--- config.mk ---
export PLATFORM = sky130hd
export DESIGN_NAME = pc_next_predictor_flat
export DESIGN_NICKNAME = d
export VERILOG_FILES = /design/src/rtl/pc_next_predictor_if.sv /design/src/rtl/pc_next_predictor.sv /design/src/flat_wrapper.sv
export SDC_FILE = /design/constraint.sdc
export NUM_CORES = 1
export LEC_CHECK = 0
export CAP_MARGIN = 20
export CORE_ASPECT_RATIO = 1.2
export CORE_MARGIN = 1
export CORE_UTILIZATION = 22
export DETAILED_ROUTE_END_ITERATION = 10
export GPL_ROUTABILITY_DRIVEN = 0
export PLACE_DENSITY = 0.82
export SLEW_MARGIN = 25
export SYNTH_ARGS = -nofsm -noshare
export SYNTH_HDL_FRONTEND = slang
export SYNTH_SLANG_ARGS = --single-unit
--- constraint.sdc ---
create_clock -name vclk -period 1.1
set_clock_uncertainty 0.05 [all_clocks]
set_input_delay 0.22 -clock vclk [all_inputs]
set_output_delay 0.22 -clock vclk [all_outputs]
set_load 0.01 [all_outputs]
--- src/rtl/pc_next_predictor_if.sv ---
// pc_next_predictor_if
//   Fetch-stage <-> next-PC predictor bundle.
//   master : fetch stage (drives PC/instruction/redirect, consumes nextPC)
//   slave  : predictor   (consumes PC/instruction/redirect, drives nextPC)
//   PC          address being fetched this cycle (already redirect-muxed)
//   instruction word fetched at PC
//   nextPC      predicted next fetch address (combinational)
//   forcePC     previous fetch was mispredicted
//   forcePCdata correct target of the previous fetch
interface pc_next_predictor_if #(
  parameter int WORD_SIZE = 16
);
  logic [WORD_SIZE-1:0] PC;
  logic [WORD_SIZE-1:0] instruction;
  logic [WORD_SIZE-1:0] nextPC;
  logic                 forcePC;
  logic [WORD_SIZE-1:0] forcePCdata;

  modport master (
    output PC, instruction, forcePC, forcePCdata,
    input  nextPC
  );

  modport slave (
    input  PC, instruction, forcePC, forcePCdata,
    output nextPC
  );
endinterface

--- src/rtl/pc_next_predictor.sv ---
// pc_next_predictor
//   Next-PC predictor for the 16-bit pipelined CPU fetch stage.
//   Predecodes JMP/JAL (opcode 9/10) in the fetched word; otherwise consults
//   a direct-mapped BTB trained by the pipeline's redirect, else PC+1.
//
//   Build option: define PCPRED_BTB_EN to build the BTB and last_pc
//   register. Undefined: no storage, redirect inputs ignored, nextPC is the
//   jump target or PC+1.
//
// Ports
//   clk      rising-edge clock
//   reset_n  asynchronous active-low reset (clears valid bits and last_pc)
//   fif      pc_next_predictor_if.slave: PC, instruction, forcePC,
//            forcePCdata in; nextPC out
module pc_next_predictor #(
  parameter int WORD_SIZE      = 16,
  parameter int BTB_INDEX_BITS = 8
) (
  input  logic               clk,
  input  logic               reset_n,
  pc_next_predictor_if.slave fif
);

  localparam logic [3:0] OP_JMP = 4'd9;
  localparam logic [3:0] OP_JAL = 4'd10;

  // ------------------------------------------------------------------
  // Predecode + sequential fallback (shared by both builds)
  // ------------------------------------------------------------------
  logic [3:0]           opcode;
  logic                 is_jump;
  logic [WORD_SIZE-1:0] jump_tgt;
  logic [WORD_SIZE-1:0] pc_inc;
  logic                 btb_hit;
  logic [WORD_SIZE-1:0] btb_tgt;
  logic [WORD_SIZE-1:0] next_pc;

  assign opcode   = fif.instruction[15:12];
  assign is_jump  = (opcode == OP_JMP) || (opcode == OP_JAL);
  // Jumps stay inside the current 4K page.
  assign jump_tgt = {fif.PC[15:12], fif.instruction[11:0]};
  assign pc_inc   = fif.PC + WORD_SIZE'(1);

  // Predecoded jumps win over the BTB: their target is exact.
  always_comb begin
    next_pc = pc_inc;
    if (is_jump)      next_pc = jump_tgt;
    else if (btb_hit) next_pc = btb_tgt;
  end

  assign fif.nextPC = next_pc;

`ifdef PCPRED_BTB_EN
  // ------------------------------------------------------------------
  // Direct-mapped BTB
  // ------------------------------------------------------------------
  localparam int ENTRIES = 1 << BTB_INDEX_BITS;
  localparam int TAG_W   = WORD_SIZE - BTB_INDEX_BITS;

  logic [ENTRIES-1:0]   btb_valid;
  logic [TAG_W-1:0]     btb_tag    [ENTRIES];
  logic [WORD_SIZE-1:0] btb_target [ENTRIES];

  // PC of the previous fetch; a redirect this cycle refers to it.
  logic [WORD_SIZE-1:0] last_pc;

  // Lookup side
  logic [BTB_INDEX_BITS-1:0] pc_idx;
  logic [TAG_W-1:0]          pc_tag;

  assign pc_idx  = fif.PC[BTB_INDEX_BITS-1:0];
  assign pc_tag  = fif.PC[WORD_SIZE-1:BTB_INDEX_BITS];
  assign btb_hit = btb_valid[pc_idx] && (btb_tag[pc_idx] == pc_tag);
  assign btb_tgt = btb_target[pc_idx];

  // Training side
  logic [BTB_INDEX_BITS-1:0] lp_idx;
  logic [TAG_W-1:0]          lp_tag;
  logic [WORD_SIZE-1:0]      lp_inc;
  logic                      force_en;
  logic                      taken;
  logic                      train_wr;
  logic                      train_clr;

  assign lp_idx   = last_pc[BTB_INDEX_BITS-1:0];
  assign lp_tag   = last_pc[WORD_SIZE-1:BTB_INDEX_BITS];
  assign lp_inc   = last_pc + WORD_SIZE'(1);
  // Unknown redirect strobe behaves as "no redirect": an X condition in
  // the if below falls to the not-taken path.
  assign force_en = (fif.forcePC == 1'b1);
  // A redirect to the fall-through address means the fetch was not taken.
  assign taken    = (fif.forcePCdata != lp_inc);
  assign train_wr = force_en && taken;
  // Only drop the entry if it actually belongs to last_pc; an aliasing
  // entry from another page stays.
  assign train_clr = force_en && !taken && btb_valid[lp_idx] &&
                     (btb_tag[lp_idx] == lp_tag);

  always_ff @(posedge clk or negedge reset_n) begin
    if (!reset_n) begin
      btb_valid <= '0;
      last_pc   <= '0;
    end else begin
      last_pc <= fif.PC;
      if (train_wr)       btb_valid[lp_idx] <= 1'b1;
      else if (train_clr) btb_valid[lp_idx] <= 1'b0;
    end
  end

  // Tag/target need no reset (guarded by valid); still gated by reset_n so
  // edges during reset leave the arrays untouched.
  always_ff @(posedge clk) begin
    if (reset_n && train_wr) begin
      btb_tag[lp_idx]    <= lp_tag;
      btb_target[lp_idx] <= fif.forcePCdata;
    end
  end

`else
  // ------------------------------------------------------------------
  // No BTB: redirect inputs and clock/reset have no effect.
  // ------------------------------------------------------------------
  assign btb_hit = 1'b0;
  assign btb_tgt = '0;

  logic                      unused_in;
  logic [BTB_INDEX_BITS-1:0] unused_idx;

  assign unused_in  = ^{clk, reset_n, fif.forcePC, fif.forcePCdata};
  assign unused_idx = fif.PC[BTB_INDEX_BITS-1:0];
`endif

endmodule

--- src/flat_wrapper.sv ---
// flat-port wrapper written by rule: the top's interface ports become plain ports
module pc_next_predictor_flat 
#(
  parameter int WORD_SIZE      = 16,
  parameter int BTB_INDEX_BITS = 8
)
  (clk, reset_n, fif_PC, fif_instruction, fif_forcePC, fif_forcePCdata, fif_nextPC);
  pc_next_predictor_if #(.WORD_SIZE(WORD_SIZE)) fif_i ();
  input  logic clk;
  input  logic reset_n;
  input wire logic [$bits(fif_i.PC)-1:0] fif_PC;
  input wire logic [$bits(fif_i.instruction)-1:0] fif_instruction;
  input wire logic [$bits(fif_i.forcePC)-1:0] fif_forcePC;
  input wire logic [$bits(fif_i.forcePCdata)-1:0] fif_forcePCdata;
  output wire logic [$bits(fif_i.nextPC)-1:0] fif_nextPC;
  assign fif_i.PC = fif_PC;
  assign fif_i.instruction = fif_instruction;
  assign fif_i.forcePC = fif_forcePC;
  assign fif_i.forcePCdata = fif_forcePCdata;
  assign fif_nextPC = fif_i.nextPC;
  pc_next_predictor #(.WORD_SIZE(WORD_SIZE), .BTB_INDEX_BITS(BTB_INDEX_BITS)) u_core (.clk(clk), .reset_n(reset_n), .fif(fif_i));
endmodule
* Word-level counts from Yosys, hierarchy flattened
Index checks and enable logic that the tools add are counted.
** Cells by class
- Add/sub/neg operators :: 1
- Equal/unequal tests :: 2
- Mux-type cells :: 1
- Reductions and logical operators :: 1
** Operator list (number)
- $add A16 B1 Y16 const B :: 1
- $mux W16 :: 1
- $eq A4 B4 Y1 const B :: 2
- $logic_or A1 B1 Y1 :: 1
** Word-level totals
- Register bits after elaboration :: 0
- Input bits :: 51
- Word-level logic and storage cells :: 5

* Longest topological paths before layout
Gate-level depths: netlist (run 1).
- Depth in word-level cells :: 3
- Gate-level depth with buffers :: 5
- Mapped depth without buffers :: 5

* Worst setup path before layout (run 1)
OpenSTA, ideal clock, no wires.
- Path type :: input-to-output
- Start point :: in fif_instruction[12]
- End point :: out fif_nextPC[10]
- Data arrival time :: 1051 ps
- Setup slack :: -221 ps
- Stages :: 5
- Cells stage by stage :: xor2_1 > nand3b_1 > buf_2 > nor2_1 > a21oi_1
** Between the ends
- Cells in the longest elaborated chain, start to end :: 3
- Elaborated cells between the ends (all ways) :: 4
- Those cells by class :: eq/ne (2); mux (1); reduce/logical (1)
** Ends and longest elaborated chain
- start, declared :: RTL line flat_wrapper.sv:12 : input wire logic [$bits(fif_i.instruction)-1:0] fif_instruction;
- $eq A4 B4 Y1 :: RTL line pc_next_predictor.sv:39 : assign is_jump = (opcode == OP_JMP) || (opcode == OP_JAL);
- $logic_or A1 B1 Y1 * :: RTL line pc_next_predictor.sv:39
- $mux W16 * :: RTL line pc_next_predictor.sv:47 : if (is_jump) next_pc = jump_tgt;
- end, declared :: RTL line flat_wrapper.sv:15 : output wire logic [$bits(fif_i.nextPC)-1:0] fif_nextPC;
Every way passes the cells marked *; elsewhere a longest branch is shown, timed or not.

* Final worst setup path (run 1)
- Start point :: in fif_PC[6]
- End point :: out fif_nextPC[8]
** Between the ends
- Cells in the longest elaborated chain, start to end :: 2
** Ends and longest elaborated chain
- start, declared :: RTL line flat_wrapper.sv:11 : input wire logic [$bits(fif_i.PC)-1:0] fif_PC;
- $add A16 B1 Y16 :: RTL line pc_next_predictor.sv:42 : assign pc_inc = fif.PC + WORD_SIZE'(1);
- $mux W16 :: RTL line pc_next_predictor.sv:47
Every way passes these cells.

==> qor.json, run 1 <==
{
  "dpl-instance-area_um2": 1190,
  "hold_path.startpoint": "fif_PC[0]",
  "worst_slew_margin_rel": 0.824,
  "timing.hold.worst.class": "input pin to output port",
  "maximum_number_of_pins_on_one_net_before_global_route_repair": 11,
  "core_um2": 1850,
  "holdPathStages": 4,
  "layout.nets": 197,
  "hold_path_end": "fif_nextPC[0]",
  "setup_slack_ns": -0.391,
  "path_cells": "buf_8, nand4_4, buf_6, nor3_4, xnor2_2, a21oi_2, buf_2",
  "wire_per_inst_um": 13.5,
  "failing_checks": "negative setup slack",
  "numPortBuffers": 48,
  "cpLargestDelayFamily": "buffers and inverters",
  "synth_nets": 121,
  "critPathKind": "input pin to output port",
  "final_cell_mix": "buf_4, buf_2, buf_6, clkdlybuf4s50_1, a21oi_2",
  "post-route-period-util": 1.36,
  "dp_hpwl_mm": 1.38,
  "total_leakage_power_uw": 0.000595,
  "timing.critical_path.buf_inv": 3,
  "setup_repair_after_global_routing_missed_its_margin": "true",
  "post_route_cells_drive_above_1_share": 0.713,
  "layout.cells.most_common": "buf_4",
  "via_count": 786,
  "final.clkbuf_count": 0,
  "die_area_um2": 2170,
  "die-width_um": 42.7,
  "post-route-min-period_ns": 1.49,
  "rows": 17,
  "totalWireLength_mm": 2.18,
  "n_diodes": 0,
  "synth_sequential_area_ratio": 0,
  "power_density_nw_per_um2": 366,
  "overall_global_routing_usage": 0.204,
  "tightestPinTransition_ns": 0.263,
  "report.final.hold_viol_count": 0,
  "vias_in_the_first_global_route": 816,
  "required_worst_endpoint_ns": 0.83,
  "crit_path_end_kind": "output port",
  "worst_setup_path_start_kind": "input pin",
  "postLayoutCellArea_um2": 1360,
  "floorplan.io_pins": 67,
  "drc": 0,
  "max_cap_violations": 0,
  "antenna_left": 0,
  "cpMaxStageDelayCell": "nor3_4",
  "start_util": 0.236,
  "antenna_found_initial": 0,
  "seq_area_um2": 0,
  "setup_viol": 16,
  "ir_drop_mv": 0.213,
  "post_synth.cell_area_avg_um2": 6.33,
  "grt_pass1_wl_mm": 3.51,
  "status": "finished with violations",
  "cts_hold_buf": 0,
  "critical-path-max-stage-delay_ns": 0.22,
  "post_synth_inst_count": 69,
  "n_sequential_cell": 0,
  "detail_route.vias_per_cell": 4.85,
  "drt_pre_antenna_iters": 2,
  "critPathMaxFanout": 5,
  "detail_route.iter0.violations": 2,
  "yosys_warn_count": 0,
  "synthesis.area_um2": 437,
  "gr-total-overflow": 0,
  "timing_max_transition_violations_final": 0,
  "setup_tns_ns": -5.25,
  "max_freq_ghz": 0.671,
  "die_h_um": 50.8,
  "synthDistinctLibCells": 16,
  "area.growth.synth_to_final_pct": 210,
  "critPathArrivalTime_ns": 1.22
}
[Yosys cell counts]
cell type	count	area, µm²
nand4_1	3	18.8
xnor2_1	12	105
ha_1	1	12.5
nor3_2	4	40.0
nand4_4	1	21.3
nor2_1	16	60.1
xor2_1	3	26.3
a21oi_1	11	55.1
mux2_2	1	11.3
nand2_1	4	15.0
nand3b_1	1	7.51
nor2_2	1	6.26
nand3_2	1	10.0
inv_1	2	7.51
nand3_1	6	30.0
buf_2	2	10.0
[timing repair]
| item | in CTS | in global routing |
|---|---|---|
| setup buffers | 1 | 3 |
| endpoints found under the setup margin | 16 | 16 |
| gates cloned | 1 | 0 |
| pin swaps | 22 | 13 |
| gates resized for setup | 165 | 18 |
[worst max path at each step]
| stage | start | endpoint | slack, ns | depth (start not counted) |
|---|---|---|---|---|
| finish | fif_PC[6] | fif_nextPC[8] | -0.39 | 7 |
| global route | fif_PC[6] | fif_nextPC[8] | -0.46 | 7 |
| CTS | fif_instruction[13] | fif_nextPC[15] | -0.36 | 7 |
| detailed placement | fif_PC[0] | fif_nextPC[12] | -1.22 | 7 |
| global placement | fif_PC[0] | fif_nextPC[12] | -1.19 | 7 |
| floorplan | fif_instruction[13] | fif_nextPC[10] | -0.16 | 4 |
[metal layers]
| metal | up-vias | part of all wire | global-route usage | wire, µm |
|---|---|---|---|---|
| met3 | 4 | 0.047 | 0.00719 | 102 |
| met5 | - | 0 | 0 | 0 |
| met1 | 365 | 0.35 | 0.209 | 772 |
| li1 | 385 | - | - | - |
| met2 | 32 | 0.58 | 0.455 | 1260 |
| met4 | 0 | 0.019 | 0 | 42 |
[cells by family after synthesis]
logic type	synth area share
simple gates	0.479
fa+ha+maj	0.0286
mux	0.0258
xor+xnor	0.301
buf+inv	0.0401
compound gates	0.126
[power breakdown]
group / leakage [µW] / total [µW] / internal (µW) / switching, µW
clock: 0 / 0 / 0 / 0
combinational: 0.000595 / 496 / 287 / 210
sequential: 0 / 0 / 0 / 0
[layout make-up]
cell class / instances / area, µm²
Multi-Input combinational cell: 65 / 644
Timing Repair Buffer: 76 / 679
Fill cell: 135 / 495
Inverter: 2 / 7.51
Tap cell: 19 / 23.8
[through the flow]
step                hold slack (ns)  instances  worst slack [ns]  power, µW  utilization
floorplan                     0.436         69            -0.156        155            -
global placement               1.41        157             -1.19        456        0.646
detailed placement             1.42        157             -1.22        464        0.646
CTS                           0.738        159            -0.358        465        0.680
global route                  0.752        162            -0.457        531        0.732
finish                        0.739        162            -0.391        496        0.732
Note: power is estimated with default switching activity, not from simulation.
==> inputs of run 2 (changes only) <==
--- a/config.mk
+++ b/config.mk
@@ -11,7 +11,7 @@
 export CORE_UTILIZATION = 22
 export DETAILED_ROUTE_END_ITERATION = 10
 export GPL_ROUTABILITY_DRIVEN = 0
-export PLACE_DENSITY = 0.82
+export PLACE_DENSITY_LB_ADDON = 0.12
 export SLEW_MARGIN = 25
 export SYNTH_ARGS = -nofsm -noshare
 export SYNTH_HDL_FRONTEND = slang
==> run 2 against run 1 <==
Die area unchanged. Maximum frequency increased by 2.9%. The run still ends with negative setup slack left. First-iteration DRC count increased by 50%. Highest routed layer is now met3. Utilization increased by 0.61 points. Critical endpoint is now fif_nextPC[15].
==> qor.json, run 2 (same netlist as run 1, synthesis figures left out) <==
{
  "status": "finished with violations",
  "failing_checks": "negative setup slack",
  "final.clkbuf_count": {"value": 0, "change": "unchanged"},
  "max_cap_violations": {"value": 0, "change": "unchanged"},
  "setup_repair_after_global_routing_missed_its_margin": "true",
  "rows": {"value": 17, "change": "unchanged"},
  "die-width": {"value": 42.7, "unit": "µm", "change": "unchanged"},
  "n_sequential_cell": {"value": 0, "change": "unchanged"},
  "power_density": {"value": 363, "unit": "nW/µm²", "change": "-0.95%"},
  "total_leakage_power": {"value": 0.000593, "unit": "µW", "change": "-0.41%"},
  "path_cells": "buf_6, xor2_1, nand3b_1, buf_6, nand4_1, xnor2_2, buf_2",
  "antenna_found_initial": {"value": 0, "change": "unchanged"},
  "drc": {"value": 0, "change": "unchanged"},
  "grt_pass1_wl": {"value": 3.19, "unit": "mm", "change": "-9.1%"},
  "top_layer_used": "met3",
  "crit_end": "fif_nextPC[15]",
  "critical-path-max-stage-delay": {"value": 0.17, "unit": "ns", "change": "-0.05 ns"},
  "dp_hpwl": {"value": 1.26, "unit": "mm", "change": "-8.9%"},
  "clkPwrFrac": {"value": 0, "change": "unchanged"},
  "m1WireLength": {"value": 647, "unit": "µm", "change": "-16%"},
  "antenna_left": {"value": 0, "change": "unchanged"},
  "crit_path_end_kind": "output port",
  "post_route_cells_drive_above_1_share": {"value": 0.718, "change": "+0.00502"},
  "max_freq": {"value": 0.690, "unit": "GHz", "change": "+2.9%"},
  "seq_area": {"value": 0, "unit": "µm²", "change": "unchanged"},
  "met2_length": {"value": 1.14, "unit": "mm", "change": "-9.5%"},
  "power_report.internal_total": {"value": 282, "unit": "µW", "change": "-1.5%"},
  "fin_hold_ws": {"value": 0.778, "unit": "ns", "change": "+0.0396 ns"},
  "final_cell_mix": "buf_4, buf_2, buf_6, clkdlybuf4s50_1, nor2_4",
  "postLayoutCellArea": {"value": 1370, "unit": "µm²", "change": "+0.83%"},
  "setup_viol": {"value": 16, "change": "unchanged"},
  "p_switching": {"value": 213, "unit": "µW", "change": "+1.7%"},
  "worst_setup_path_start_kind": "input pin",
  "critPathArrivalTime": {"value": 1.18, "unit": "ns", "change": "-0.04 ns"},
  "detail_route.iter0.violations": {"value": 3, "change": "+1"},
  "worst_slew_margin_rel": {"value": 0.859, "change": "+0.0349"},
  "p_sw_frac": {"value": 0.430, "change": "+0.00787"},
  "post-route-period-util": {"value": 1.32, "change": "-0.0376"},
  "dpl-instance-area": {"value": 1160, "unit": "µm²", "change": "-2.9%"},
  "cts_hold_buf": {"value": 0, "change": "unchanged"},
  "hold_path.startpoint": "fif_PC[0]",
  "post-route-min-period": {"value": 1.45, "unit": "ns", "change": "-0.0413 ns"},
  "die_area": {"value": 2170, "unit": "µm²", "change": "unchanged"},
  "totalWireLength": {"value": 1.90, "unit": "mm", "change": "-13%"},
  "place_ws": {"value": -1.24, "unit": "ns", "change": "-0.0220 ns"},
  "start_util": {"value": 0.236, "change": "unchanged"},
  "worst_path_most_repeated_cell": "buf_6",
  "power.combinational.fraction": {"value": 1.000, "change": "about the same"},
  "maximum_number_of_pins_on_one_net_before_global_route_repair": {"value": 9, "change": "-2"},
  "ir_drop": {"value": 0.246, "unit": "mV", "change": "+16%"},
  "required_worst_endpoint": {"value": 0.83, "unit": "ns", "change": "about the same"},
  "area.growth.synth_to_final_pct": 213,
  "via_count": {"value": 763, "change": "-2.9%"},
  "timing_max_transition_violations_final": {"value": 0, "change": "unchanged"},
  "setup_slack": {"value": -0.350, "unit": "ns", "change": "+0.0413 ns"},
  "n_diodes": {"value": 0, "change": "unchanged"},
  "detail_route.vias_per_cell": {"value": 4.74, "change": "-2.3%"},
  "critPathMaxFanout": {"value": 7, "change": "+2"},
  "critPathKind": "input pin to output port",
  "drt_pre_antenna_iters": {"value": 3, "change": "+1"},
  "layout.nets": {"value": 196, "change": "-0.51%"},
  "core": {"value": 1850, "unit": "µm²", "change": "unchanged"},
  "met3_wirelength": {"value": 106, "unit": "µm", "change": "+3.9%"},
  "cpMaxStageDelayCell": "buf_6",
  "setup.worst_path.start": "fif_instruction[13]",
  "gr-total-overflow": {"value": 0, "change": "unchanged"},
  "vias_in_the_first_global_route": {"value": 778, "change": "-4.7%"},
  "tightestPinTransition": {"value": 0.210, "unit": "ns", "change": "-0.0530 ns"},
  "die_h": {"value": 50.8, "unit": "µm", "change": "unchanged"},
  "numPortBuffers": {"value": 48, "change": "unchanged"},
  "power.sequential.fraction": {"value": 0, "change": "unchanged"},
  "wire_per_inst": {"value": 11.8, "unit": "µm", "change": "-12%"},
  "timing.hold.worst.class": "input pin to output port",
  "floorplan.io_pins": {"value": 67, "change": "unchanged"},
  "report.final.hold_viol_count": {"value": 0, "change": "unchanged"},
  "overall_global_routing_usage": {"value": 0.183, "change": "-0.0212"},
  "layout.cells.most_common": "buf_4"
}
[run 2: worst min path at each step]
stage	to	slack (ns)	depth (start not counted)
finish	fif_nextPC[0]	0.78	4
global placement	fif_nextPC[6]	1.41	4
global route	fif_nextPC[0]	0.79	4
detailed placement	fif_nextPC[6]	1.41	4
floorplan	fif_nextPC[0]	0.44	1
CTS	fif_nextPC[0]	0.78	4
[run 2: layer usage]
layer  up-vias  global-route usage
met5         -                   0
met1       353               0.194
met3         0              0.0180
met2        26               0.376
li1        384                   -
met4         0              0.0313
[run 2: repair_timing]
action | 4_1_cts | 5_1_grt
setup endpoints to repair | 16 | 16
buffers inserted | 6 | 0
pin swaps | 25 | 10
gates resized for setup | 172 | 14
endpoints found under the hold margin | 0 | 0
cloned | 1 | 0
[run 2: power groups by stage]
stage	Combinational, µW	Sequential (µW)	Clock (µW)
final	496	0	0
after global routing	531	0	0
after CTS	465	0	0
after detailed placement	450	0	0
after global placement	445	0	0
after floorplan	155	0	0
[run 2: stage by stage]
step / utilization / TNS (ns) / total power (µW) / std cells
global route: 0.738 / -6.27 / 531 / 161
CTS: 0.697 / -5.13 / 465 / 161
detailed placement: 0.627 / -19.15 / 450 / 154
floorplan: - / -2.29 / 155 / 69
finish: 0.738 / -5.18 / 496 / 161
global placement: 0.627 / -18.62 / 445 / 154
[run 2: worst max-delay path: cells and delay by family]
family        cells  cell delay, ns
buf+inv           3            0.40
xor+xnor          2            0.30
simple gates      2            0.27
[run 2: area by class of cell]
class / instances / area, µm²
Inverter: 2 / 7.51
Tap cell: 19 / 23.8
Fill cell: 144 / 484
Multi-Input combinational cell: 65 / 689
Timing Repair Buffer: 75 / 646
==> inputs of run 3 (changes only) <==
--- a/config.mk
+++ b/config.mk
@@ -6,10 +6,10 @@
 export NUM_CORES = 1
 export LEC_CHECK = 0
 export CAP_MARGIN = 20
-export CORE_ASPECT_RATIO = 1.2
-export CORE_MARGIN = 1
-export CORE_UTILIZATION = 22
+export CORE_AREA = 2 2 39 41
 export DETAILED_ROUTE_END_ITERATION = 10
+export DIE_AREA = 0 0 41 43
+export DONT_BUFFER_PORTS = 1
 export GPL_ROUTABILITY_DRIVEN = 0
 export PLACE_DENSITY_LB_ADDON = 0.12
 export SLEW_MARGIN = 25
==> run 3 against run 2 <==
The flow still finishes with violations (negative setup slack). Via count down 37%. Combinational power down 57%. Power down 57%. Setup slack better by 0.22 ns. Worst hold slack worse by 0.34 ns.
==> qor.json, run 3 (same netlist as run 1, synthesis figures left out) <==
{
  "antenna_found_initial": {"value": 0, "change": "unchanged"},
  "total_leakage_power": {"value": 0.000215, "unit": "µW", "change": "-64%"},
  "power.combinational.fraction": {"value": 1.000, "change": "about the same"},
  "n_diodes": {"value": 0, "change": "unchanged"},
  "drc": {"value": 0, "change": "unchanged"},
  "rows": {"value": 14, "change": "-3"},
  "status": "finished with violations",
  "totalWireLength": {"value": 1.11, "unit": "mm", "change": "-42%"},
  "wire_per_inst": {"value": 12.2, "unit": "µm", "change": "+3.2%"},
  "overall_global_routing_usage": {"value": 0.124, "change": "-0.0589"},
  "power.sequential.fraction": {"value": 0, "change": "unchanged"},
  "detail_route.vias_per_cell": {"value": 5.26, "change": "+11%"},
  "post-route-period-util": {"value": 1.12, "change": "-0.202"},
  "die_h": {"value": 43, "unit": "µm", "change": "-15%"},
  "layout.cells.most_common": "nor2_1",
  "tightestPinTransition": {"value": 0.279, "unit": "ns", "change": "+0.0693 ns"},
  "setup_viol": {"value": 16, "change": "unchanged"},
  "required_worst_endpoint": {"value": 0.83, "unit": "ns", "change": "about the same"},
  "report.final.hold_viol_count": {"value": 0, "change": "unchanged"},
  "detail_route.iter0.violations": {"value": 9, "change": "+6"},
  "drt_pre_antenna_iters": {"value": 4, "change": "+1"},
  "fin_hold_ws": {"value": 0.441, "unit": "ns", "change": "-0.338 ns"},
  "setup_repair_after_global_routing_missed_its_margin": "true",
  "core": {"value": 1380, "unit": "µm²", "change": "-25%"},
  "timing.hold.worst.class": "input pin to output port",
  "n_sequential_cell": {"value": 0, "change": "unchanged"},
  "die_area": {"value": 1760, "unit": "µm²", "change": "-19%"},
  "hold_path.startpoint": "fif_PC[0]",
  "post-route-min-period": {"value": 1.23, "unit": "ns", "change": "-0.223 ns"},
  "setup_tns": {"value": -1.75, "unit": "ns", "change": "+3.43 ns"},
  "critPathKind": "input pin to output port",
  "crit_path_end_kind": "output port",
  "timing_max_transition_violations_final": {"value": 0, "change": "unchanged"},
  "final.clkbuf_count": {"value": 0, "change": "unchanged"},
  "hold_path_end": "fif_nextPC[0]",
  "final_cell_mix": "nor2_1, xnor2_1, a21oi_2, buf_4, nand3_1",
  "worst_slew_margin_rel": {"value": 0.813, "change": "-0.0466"},
  "maximum_number_of_pins_on_one_net_before_global_route_repair": {"value": 17, "change": "+8"},
  "vias_in_the_first_global_route": {"value": 424, "change": "-46%"},
  "start_util": {"value": 0.316, "change": "+0.0796"},
  "dp_hpwl": {"value": 921, "unit": "µm", "change": "-27%"},
  "power_report.internal_total": {"value": 101, "unit": "µW", "change": "-64%"},
  "via_count": {"value": 479, "change": "-37%"},
  "max_cap_violations": {"value": 0, "change": "unchanged"},
  "numPortBuffers": {"value": 0, "change": "-100%"},
  "area.growth.synth_to_final_pct": 55.0,
  "gr-total-overflow": {"value": 0, "change": "unchanged"},
  "worst_setup_path_start_kind": "input pin",
  "ir_drop": {"value": 0.175, "unit": "mV", "change": "-29%"},
  "cts_hold_buf": {"value": 0, "change": "unchanged"},
  "setup.worst_path.start": "fif_PC[10]",
  "p_switching": {"value": 110, "unit": "µW", "change": "-48%"},
  "layout.nets": {"value": 129, "change": "-34%"},
  "die-width": {"value": 41, "unit": "µm", "change": "-3.9%"},
  "holdPathStages": {"value": 1, "change": "-3"},
  "p_sw_frac": {"value": 0.521, "change": "+0.0907"},
  "grt_pass1_wl": {"value": 1.65, "unit": "mm", "change": "-48%"},
  "clkPwrFrac": {"value": 0, "change": "unchanged"},
  "failing_checks": "negative setup slack",
  "antenna_left": {"value": 0, "change": "unchanged"},
  "post_route_cells_drive_above_1_share": {"value": 0.533, "change": "-0.185"},
  "seq_area": {"value": 0, "unit": "µm²", "change": "unchanged"},
  "critPathArrivalTime": {"value": 0.96, "unit": "ns", "change": "-0.22 ns"},
  "power_density": {"value": 313, "unit": "nW/µm²", "change": "-14%"},
  "critPathMaxFanout": {"value": 4, "change": "-3"},
  "post_cts.repair.setup_buffers": {"value": 0, "change": "-6"},
  "max_freq": {"value": 0.815, "unit": "GHz", "change": "+18%"},
  "setup_slack": {"value": -0.127, "unit": "ns", "change": "+0.223 ns"},
  "floorplan.io_pins": {"value": 67, "change": "unchanged"}
}
==> run 3: cell count changes in the layout (fill, tap and decap cells not counted), sizes merged <==
| cell | change |
|---|---|
| buf | -48 |
| clkdlybuf4s50 | -13 |
| dlygate4sd2 | -5 |
| clkdlybuf4s15 | -1 |
==> run 3: what timing repair did <==
action                                  in CTS  in global routing
resized for setup                           14                  2
endpoints found under the setup margin      16                 16
pin swaps                                    9                  3
==> run 3: worst max-delay path, stage by stage <==
cell and delay [ns]:
nand4_1 0.20, nor3_2 0.25, xnor2_1 0.10, a21oi_2 0.19
==> run 3: worst max-delay path by stage <==
stage                           endpoint  slack [ns]  cells past startpoint
after global placement    fif_nextPC[12]       -0.18                      5
after floorplan           fif_nextPC[10]       -0.16                      4
after CTS                 fif_nextPC[15]       -0.14                      4
after detailed placement  fif_nextPC[12]       -0.17                      5
after global routing      fif_nextPC[15]       -0.21                      4
final                     fif_nextPC[11]       -0.13                      4
==> run 3: per-stage QoR <==
stage | total power, µW | std cells | utilization | area (µm²) | setup WS (ns)
2_1_floorplan | 155 | 69 | - | 520 | -0.156
3_3_place_gp | 188 | 91 | 0.432 | 598 | -0.179
3_5_place_dp | 189 | 91 | 0.432 | 598 | -0.173
4_1_cts | 212 | 91 | 0.486 | 672 | -0.137
5_1_grt | 231 | 91 | 0.489 | 677 | -0.214
6_report | 212 | 91 | 0.489 | 677 | -0.127
==> run 3: metal layers <==
| layer | track usage | share of wire |
|---|---|---|
| met5 | 0 | 0 |
| met4 | 0 | 0 |
| met3 | 0 | 0.082 |
| met2 | 0.228 | 0.53 |
| met1 | 0.162 | 0.39 |
==> run 3: final cells by class <==
type               count  area, µm²
repair buffers         8       76.3
fillers              139        707
inverters              2       7.51
multi-input cells     65        573
well taps             16       20.0
==> run 3: power groups by stage <==
stage | clock (µW) | combinational, µW | sequential, µW
3_5_place_dp | 0 | 189 | 0
5_1_grt | 0 | 231 | 0
4_1_cts | 0 | 212 | 0
2_1_floorplan | 0 | 155 | 0
6_report | 0 | 212 | 0
3_3_place_gp | 0 | 188 | 0
